===== src/rtl/regfile_banked.sv =====
// Banked multi-read-port register file with one-cycle write-first reads and a walking clear.
// Define REGFILE_ZERO_REG_EN to hardwire address 0 of every bank to zero.
module regfile_banked #(
  parameter int unsigned REGADDR_WIDTH  = 5,
  parameter int unsigned DATA_WIDTH     = 32,
  parameter int unsigned NUM_REGS       = 1 << REGADDR_WIDTH,
  parameter int unsigned NUM_READ_PORTS = 2,
  parameter int unsigned NUM_BANKS      = 1,
  localparam int unsigned BANK_WIDTH    = (NUM_BANKS > 1) ? $clog2(NUM_BANKS) : 1
) (
  input  logic                                   clk,
  input  logic                                   reset,
  input  logic [NUM_READ_PORTS*BANK_WIDTH-1:0]    readBank,
  input  logic [NUM_READ_PORTS*REGADDR_WIDTH-1:0] readAddr,
  output logic [NUM_READ_PORTS*DATA_WIDTH-1:0]    readData,
  input  logic [BANK_WIDTH-1:0]                   writeBank,
  input  logic [REGADDR_WIDTH-1:0]                writeAddr,
  input  logic [DATA_WIDTH-1:0]                   writeData,
  input  logic                                    writeEnable,
  input  logic [BANK_WIDTH-1:0]                   clearBank,
  input  logic                                    clearStart,
  output logic                                    clearBusy,
  output logic                                    clearDone
);

  localparam int unsigned Entries = NUM_BANKS * NUM_REGS;
  localparam int unsigned IdxW    = (Entries > 1) ? $clog2(Entries) : 1;
`ifdef REGFILE_ZERO_REG_EN
  localparam bit ZeroReg = 1'b1;
`else
  localparam bit ZeroReg = 1'b0;
`endif

  typedef enum logic [1:0] {StIdle, StClrAll, StClrOne} state_e;

  state_e                   state_q, state_d;
  logic [BANK_WIDTH-1:0]    clr_bank_q, clr_bank_d;
  logic [BANK_WIDTH-1:0]    cnt_bank_q, cnt_bank_d;
  logic [REGADDR_WIDTH-1:0] cnt_addr_q, cnt_addr_d;
  logic                     done_q, done_d;

  logic [DATA_WIDTH-1:0] mem_q [Entries];
  logic                  mem_we;
  logic [IdxW-1:0]       mem_widx;
  logic [DATA_WIDTH-1:0] mem_wdata;
  logic                  clearing, clr_last, wr_ok;
  logic [BANK_WIDTH-1:0] clr_wbank;

  function automatic logic [IdxW-1:0] entry_idx(input logic [BANK_WIDTH-1:0]    b,
                                                input logic [REGADDR_WIDTH-1:0] a);
    return IdxW'(IdxW'(b) * IdxW'(NUM_REGS) + IdxW'(a));
  endfunction

  function automatic logic entry_ok(input logic [BANK_WIDTH-1:0]    b,
                                    input logic [REGADDR_WIDTH-1:0] a);
    return (32'(b) < NUM_BANKS) && (32'(a) < NUM_REGS);
  endfunction

  function automatic logic is_zero_reg(input logic [REGADDR_WIDTH-1:0] a);
    return ZeroReg && (a == '0);
  endfunction

  // State register
  always_ff @(posedge clk) begin
    if (reset) begin
      state_q    <= StClrAll;
      clr_bank_q <= '0;
      cnt_bank_q <= '0;
      cnt_addr_q <= '0;
      done_q     <= 1'b0;
    end else begin
      state_q    <= state_d;
      clr_bank_q <= clr_bank_d;
      cnt_bank_q <= cnt_bank_d;
      cnt_addr_q <= cnt_addr_d;
      done_q     <= done_d;
    end
  end

  // Next-state logic; the counter walks {bank, addr}
  always_comb begin
    state_d    = state_q;
    clr_bank_d = clr_bank_q;
    cnt_bank_d = cnt_bank_q;
    cnt_addr_d = cnt_addr_q;
    done_d     = 1'b0;
    case (state_q)
      StIdle: begin
        if (clearStart) begin
          state_d    = StClrOne;
          clr_bank_d = clearBank;
          cnt_bank_d = '0;
          cnt_addr_d = '0;
        end
      end
      StClrAll, StClrOne: begin
        if (clr_last) begin
          state_d    = StIdle;
          done_d     = 1'b1;
          cnt_bank_d = '0;
          cnt_addr_d = '0;
        end else if (32'(cnt_addr_q) == NUM_REGS - 1) begin
          cnt_addr_d = '0;
          cnt_bank_d = cnt_bank_q + 1'b1;
        end else begin
          cnt_addr_d = cnt_addr_q + 1'b1;
        end
      end
      default: state_d = StIdle;
    endcase
  end

  // Outputs and storage write selection
  always_comb begin
    clearing  = (state_q != StIdle);
    clr_wbank = (state_q == StClrOne) ? clr_bank_q : cnt_bank_q;
    clr_last  = (32'(cnt_addr_q) == NUM_REGS - 1) &&
                ((state_q == StClrOne) || (32'(cnt_bank_q) == NUM_BANKS - 1));
    wr_ok     = writeEnable && (state_q == StIdle) && entry_ok(writeBank, writeAddr) &&
                !is_zero_reg(writeAddr);
    mem_we    = !reset && ((clearing && (32'(clr_wbank) < NUM_BANKS)) || wr_ok);
    mem_widx  = clearing ? entry_idx(clr_wbank, cnt_addr_q) : entry_idx(writeBank, writeAddr);
    mem_wdata = clearing ? '0 : writeData;
    clearBusy = clearing;
    clearDone = done_q;
  end

  // No reset term so the array stays RAM-inferable
  always_ff @(posedge clk) begin
    if (mem_we) mem_q[mem_widx] <= mem_wdata;
  end

  for (genvar p = 0; p < NUM_READ_PORTS; p++) begin : g_rd
    logic [BANK_WIDTH-1:0]    rbank;
    logic [REGADDR_WIDTH-1:0] raddr;
    logic [DATA_WIDTH-1:0]    rdata_d, rdata_q;
    logic                     bank_clearing;

    assign rbank = readBank[p*BANK_WIDTH +: BANK_WIDTH];
    assign raddr = readAddr[p*REGADDR_WIDTH +: REGADDR_WIDTH];

    always_comb begin
      bank_clearing = (state_q == StClrAll) || ((state_q == StClrOne) && (rbank == clr_bank_q));
      rdata_d       = '0;
      if (bank_clearing || !entry_ok(rbank, raddr) || is_zero_reg(raddr)) begin
        rdata_d = '0;
      end else if (wr_ok && (rbank == writeBank) && (raddr == writeAddr)) begin
        rdata_d = writeData;
      end else begin
        rdata_d = mem_q[entry_idx(rbank, raddr)];
      end
    end

    always_ff @(posedge clk) begin
      if (reset) rdata_q <= '0;
      else       rdata_q <= rdata_d;
    end

    assign readData[p*DATA_WIDTH +: DATA_WIDTH] = rdata_q;
  end

endmodule


===== config.mk =====
export PLATFORM = sky130hd
export DESIGN_NAME = regfile_banked
export DESIGN_NICKNAME = d
export VERILOG_FILES = /design/src/rtl/regfile_banked.sv
export SDC_FILE = /design/constraint.sdc
export NUM_CORES = 1
export LEC_CHECK = 0
export ABC_CLOCK_PERIOD_IN_PS = 5600
export BUFFER_PORTS_ARGS = -buffer_cell sky130_fd_sc_hd__buf_2
export CAP_MARGIN = 20
export CORE_MARGIN = 2
export CORE_UTILIZATION = 35
export CTS_CLUSTER_SIZE = 40
export DETAILED_ROUTE_END_ITERATION = 10
export PLACE_DENSITY_LB_ADDON = 0.2
export SKIP_LAST_GASP = 1
export SYNTH_ARGS = -nofsm -noshare
export SYNTH_HDL_FRONTEND = slang
export SYNTH_SLANG_ARGS = --single-unit

===== constraint.sdc =====
create_clock -name clk -period 5.6 [get_ports clk]
set_clock_uncertainty 0.15 [all_clocks]
set_input_delay 1.12 -clock clk [delete_from_list [all_inputs] [get_ports clk]]
set_output_delay 1.12 -clock clk [all_outputs]
set_load 0.005 [all_outputs]

After elaboration in Yosys (flattened, before gate mapping)

Memory sizes are Yosys's and may differ from the RTL's.
Cells that the tools add are included.

Memories kept: 1
Bits in registers: 74
Word-level logic and storage cells: 78
RAM bits: 1024
Output and inout bits: 66

Bitwise operators: 2
Eq/ne operators: 12
Add/sub/neg operators: 2
Muxes and demuxes: 19
$lt $le $gt $ge: 4
Reductions and logical operators: 31

Memory list:

| name  | depth | bits a word | rd ports | clocked after Yosys merged registers in | write ports | line | source |
|---|---|---|---|---|---|---|---|
| mem_q | 32    | 32          | 2        | 0                                       | 1           | 42   | `logic [DATA_WIDTH-1:0] mem_q [Entries];` |

Operators by type and width:

| kind                | count |
|---|---|
| $mux 32             | 3 |
| $mux 5              | 4 |
| $logic_and 1x1->1   | 11 |
| $eq 5x5->1          | 2 |
| $pmux 5 s2          | 1 |
| $reduce_or 2->1     | 4 |
| $mux 1              | 7 |
| $logic_or 1x1->1    | 6 |
| $reduce_and 2->1    | 3 |
| $add 5x1->5 const B | 1 |
| $eq 5x5->1 const B  | 1 |
| $eq 1x1->1          | 4 |
| $lt 1x1->1 const B  | 4 |
| $mux 2              | 2 |
| $ne 2x2->1 const B  | 2 |
| $pmux 2 s2          | 1 |
| $reduce_bool 2->1   | 2 |
| $logic_not 1->1     | 3 |
| $ne 3x3->1 const B  | 1 |
| $reduce_and 3->1    | 1 |
| $eq 2x1->1 const B  | 1 |
| $eq 2x2->1 const B  | 1 |
| $logic_not 2->1     | 1 |
| $not 1->1           | 2 |
| other kinds (2)     | 2 |

Longest topological paths before layout

Depth in word-level cells: 8
Mapped depth: 10
Gate-level depth less buffers: 9

Worst setup path after synthesis

No wires, ideal clock.

Kind: input to register
From: input port writeBank
To: memory mem_q[0][0] (enable)
Cell stages on the path: 5
Required time: 5.029 ns
Arrival: 3.139 ns
Setup slack: 1.890 ns
Buffers on the path: 0
Path through: and3b_1 > a21oi_1 > nor2_1 > o21ai_1 > nor2_1

Word-level cells in the longest chain between the ends: 6

Ends and longest elaborated chain:

| element                      | line | source |
|---|---|---|
| start, declared              | 16   | `input logic [BANK_WIDTH-1:0] writeBank,` |
| $lt 1x1->1                   | 56   | `return (32'(b) < NUM_BANKS) && (32'(a) < NUM_REGS);` |
| $logic_and 1x1->1            | 119  | `wr_ok = writeEnable && (state_q == StIdle) && entry_ok(writeBank, writeAddr) &&` |
| $logic_or 1x1->1             | 121  | `mem_we = !reset && ((clearing && (32'(clr_wbank) < NUM_BANKS)) \|\| wr_ok);` |
| $logic_and 1x1->1            | 121  |  |
| $mux 1                       | 130  | `if (mem_we) mem_q[mem_widx] <= mem_wdata;` |
| $mux 1 (implied by the code) | 130  |  |
| end, declared                | 42   |  |

Every way passes these cells.

Final worst setup path

From: register state_q[1]
To: memory mem_q[25][29] (enable)

Word-level cells in the longest chain between the ends: 8
Elaborated cells on any way between the ends: 13

Ends and longest elaborated chain:

| element                      | line | source |
|---|---|---|
| start, declared              | 36   | `state_e state_q, state_d;` |
| start signal, assigned       | 66   | `state_q <= StClrAll;` |
| start signal, assigned       | 72   | `state_q <= state_d;` |
| $eq 2x2->1                   | 116  | `clr_wbank = (state_q == StClrOne) ? clr_bank_q : cnt_bank_q;` |
| $mux 1                       | 116  |  |
| $lt 1x1->1                   | 121  |  |
| $logic_and 1x1->1            | 121  |  |
| $logic_or 1x1->1             | 121  |  |
| $logic_and 1x1->1            | 121  |  |
| $mux 1                       | 130  |  |
| $mux 1 (implied by the code) | 130  |  |

Parallel ways exist; a longest one is shown, timed or not.

==> key figures <==
Route
  • Vias per cell: ~6.3
  • Antenna viol nets, final: 0
  • DRC violations left: 0
  • Wire per inst: around 35 um
  • Final WL: between 150 and 200 mm
  • Initial DRC count: between 3,000 and 4,000
  • DR vias: approximately 33,000
  • Pre-antenna DRT Iters: 6

Synth
  • YS warnings: 0
  • Main synth FF type: edfxtp_1
  • Main area contributors after synthesis: edfxtp_1 (60%), mux4_2 (13%), mux2i_1 (8.5%), dfxtp_1 (2.9%), a221oi_1 (2.4%)
  • Yosys top cell by area: edfxtp_1
  • Netlist cell types: between 60 and 70
  • Avg Cell Area, Syn: 16.9 um^2
  • Post-synth EDFFs: 1,024
  • Net Count, Synth: about 3,100
  • Mapped Area: roughly 52,000 um^2
  • Share of the synthesized area in the top cell type: 0.597
  • Mapped Cells: 3,051
  • FF+latch count, synth: about 1,100
  • Async set or reset register ratio after synthesis: 0
  • Register area share after synthesis: 0.626

Cells and area
  • NumNets Final: roughly 3,200
  • Fin area: just under 60,000 um^2
  • Layout area overhead: 14.0%
  • Utilization after layout: 0.402
  • Layout cells sized above 1: 0.252

Timing
  • Setup ws final: ~1.6 ns
  • RSZ-0062 raised after global routing: false
  • Fmax: around 0.25 GHz
  • Final setup vio count: 0
  • Sum Neg Setup Slack: 0 ns
  • Max transition margin: 0.228
  • Slew Viols, Final: 0
  • Post-layout min period: about 4.0 ns
  • Worst-margin pin slew: 1.16 ns
  • Fin crit share: 0.709
  • Final hold viol count: 0

Power
  • Total Power: roughly 20,000 uW
  • Power per cell area: 348 nW/um^2
  • Leak Pwr: between 0.015 and 0.02 uW
  • Worst IR Drop VDD: 0.254 mV

Placed design
  • Pre-CTS setup slack: approximately 1.4 ns
  • Buffers added on ports: 120
  • DP Area: ~55,000 um^2
  • HPWL Detailed: about 100 mm
  • GP Congestion: a little over 0.8

Clock network
  • Maximum root-to-sink buffer count: 3
  • Post-CTS Resized: 0
  • Clk_lat worst skew: about 0.73 ns
  • TritonCTS clock tree: done
  • CTS Buf Count: 120
  • Hold buffer count at cts: 0
  • Post-CTS repair timing setup buffer count: 0
  • CTS clk-pin slew, worst paths: approximately 0.06 ns
  • Root buffer cell: clkbuf_16
  • H-Tree Depth: 3
  • CTS sink cnt: ~1,100

Setup path
  • Max incr delay on CP: 0.87 ns
  • Cell breakdown of the critical path: inv_1, ha_2, and3b_1, a21oi_1, nor2_1, nand2_1, nor2_4, buf_12
  • Req. time, crit path: between 5 and 6 ns
  • CP Max Fanout: 19
  • Crit path capture type: flop
  • CP max-delay cell: nor2_4
  • Worst Path Class, Setup: flop to flop
  • Top delay family on crit path: simple AND/OR/NAND/NOR gates
  • Worst setup SP type: flop
  • Worst Path Arrival: between 4 and 5 ns
  • Buf/Inv on CP: 2

Floorplan
  • Row cnt: 140
  • Die area: about 150,000 um^2
  • Die W: around 390 um
  • Starting Density: 0.353
  • Area of the core region: roughly 150,000 um^2
  • Die Ht: around 390 um
  • I/O pins: ~120

Global routing
  • GRT Util Overall: 0.240
  • Largest net degree at the start of global routing: 92
  • GRT overflow: 0
  • Antenna violations before repair: 3
  • Vias in the first global route: around 33,000
  • First-pass GRT wire length: between 200 and 300 mm

Status
  • Run status: completed

Min path
  • HP Class: flop to flop

Run
  • # Max-Cap Violations: 0
==> stage by stage <==
step	hold WS (ns)	std cells
after floorplan	0.300	3051
after global placement	0.320	4966
after detailed placement	0.330	4967
after CTS	0.342	5192
after global routing	0.352	5198
final	0.340	5200
==> final cells by class <==
| cell class | count | area (um^2) |
|---|---|---|
| flip-flops and latches | 1098 | 32200 |
| well taps | 1917 | 2400 |
| clock buffers | 164 | 3370 |
| multi-input cells | 1690 | 17900 |
| diodes | 2 | 5.00 |
| clock inverters | 61 | 597 |
| repair buffers | 250 | 2130 |
| fillers | 13003 | 87200 |
| inverters | 18 | 67.6 |
==> cells in the mapped netlist (7+ instances only) <==
cell type / number
edfxtp_1: 1024
mux2i_1: 438
mux4_2: 300
a221oi_1: 141
nor2_1: 122
clkbuf_1: 96
a21oi_1: 89
dfxtp_1: 74
a22oi_1: 73
o21ai_0: 68
buf_2: 64
nand2_1: 62
a221o_1: 51
nor3_1: 45
nand3_1: 37
and2_1: 35
buf_6: 35
a211oi_1: 33
buf_4: 21
a221oi_2: 18
o21ai_1: 17
inv_1: 15
buf_12: 13
o2111ai_1: 11
o221a_2: 11
a32oi_1: 10
nor2b_1: 10
a211o_1: 9
o211ai_1: 9
buf_8: 8
o22ai_1: 8
a21o_1: 7
buf_1: 7
ha_1: 7
mux2_2: 7
or2_2: 7
xnor2_1: 7
==> registers in the layout, indices dropped and copies added, names as in the netlist <==
register	flops
clearDone	1
clr_bank_q	1
cnt_addr_q	5
cnt_bank_q	1
g_rd.rdata_q	64
mem_q	1024
state_q	2
==> where the power goes <==
group	internal [uW]	switching [uW]	leakage [uW]	total [uW]
sequential	9630	148	0.0101	9780
combinational	816	1810	0.00793	2630
clock	4730	3300	0.00195	8030
==> final timing paths <==
kind / slack (ns) / end / depth (start not counted) / startpoint
setup / recovery: 1.63 / mem_q[25][29]$_DFFE_PP_ / 8 / state_q[1]$_SDFFE_PP0P_
hold / removal: 0.34 / clr_bank_q$_SDFFE_PP0P_ / 2 / clr_bank_q$_SDFFE_PP0P_
setup reg to reg: 1.63 / mem_q[25][29]$_DFFE_PP_ / 8 / state_q[1]$_SDFFE_PP0P_
hold reg to reg: 0.34 / clr_bank_q$_SDFFE_PP0P_ / 2 / clr_bank_q$_SDFFE_PP0P_
==> tightest hold or removal path, cell delays in order, from the launching register on <==
cell and delay (ns):
dfxtp_1 0.32, nand2_1 0.06, a21oi_1 0.06
==> cells in the final DEF (no fill, tap or decap), types with 25 or more instances in the layout <==
master	count
a211oi_1	33
a21oi_1	89
a221o_1	51
a221oi_1	141
a22oi_1	73
and2_1	33
buf_12	33
buf_2	111
buf_4	96
clkbuf_1	28
clkbuf_16	125
clkinv_1	25
dfxtp_1	74
edfxtp_1	1024
mux2i_1	438
mux4_2	300
nand2_1	62
nand3_1	37
nor2_1	86
nor2_4	35
nor3_1	45
o21ai_0	68
==> routing by layer <==
| layer | vias up | GRT usage | wire (um) |
|---|---|---|---|
| li1 | 13109 | - | - |
| met4 | 2 | 0.0981 | 7740 |
| met2 | 1691 | 0.400 | 88800 |
| met5 | - | 0 | 12 |
| met1 | 17604 | 0.312 | 72700 |
| met3 | 399 | 0.0369 | 13600 |
==> kinds of logic (layout without fill, tap and decap cells) <==
group,after synthesis,count (layout),synth area share
buffers and inverters,263,493,0.0333
AOI/OAI and AO/OA,589,589,0.0888
and+or+nand+nor,339,339,0.0308
DFF,1098,1098,0.626
other,0,2,0
muxes,745,745,0.218
xor gates and xnor gates,10,10,0.00170
adders and majority gates,7,7,0.00170
(Power assumes the default switching activity.)
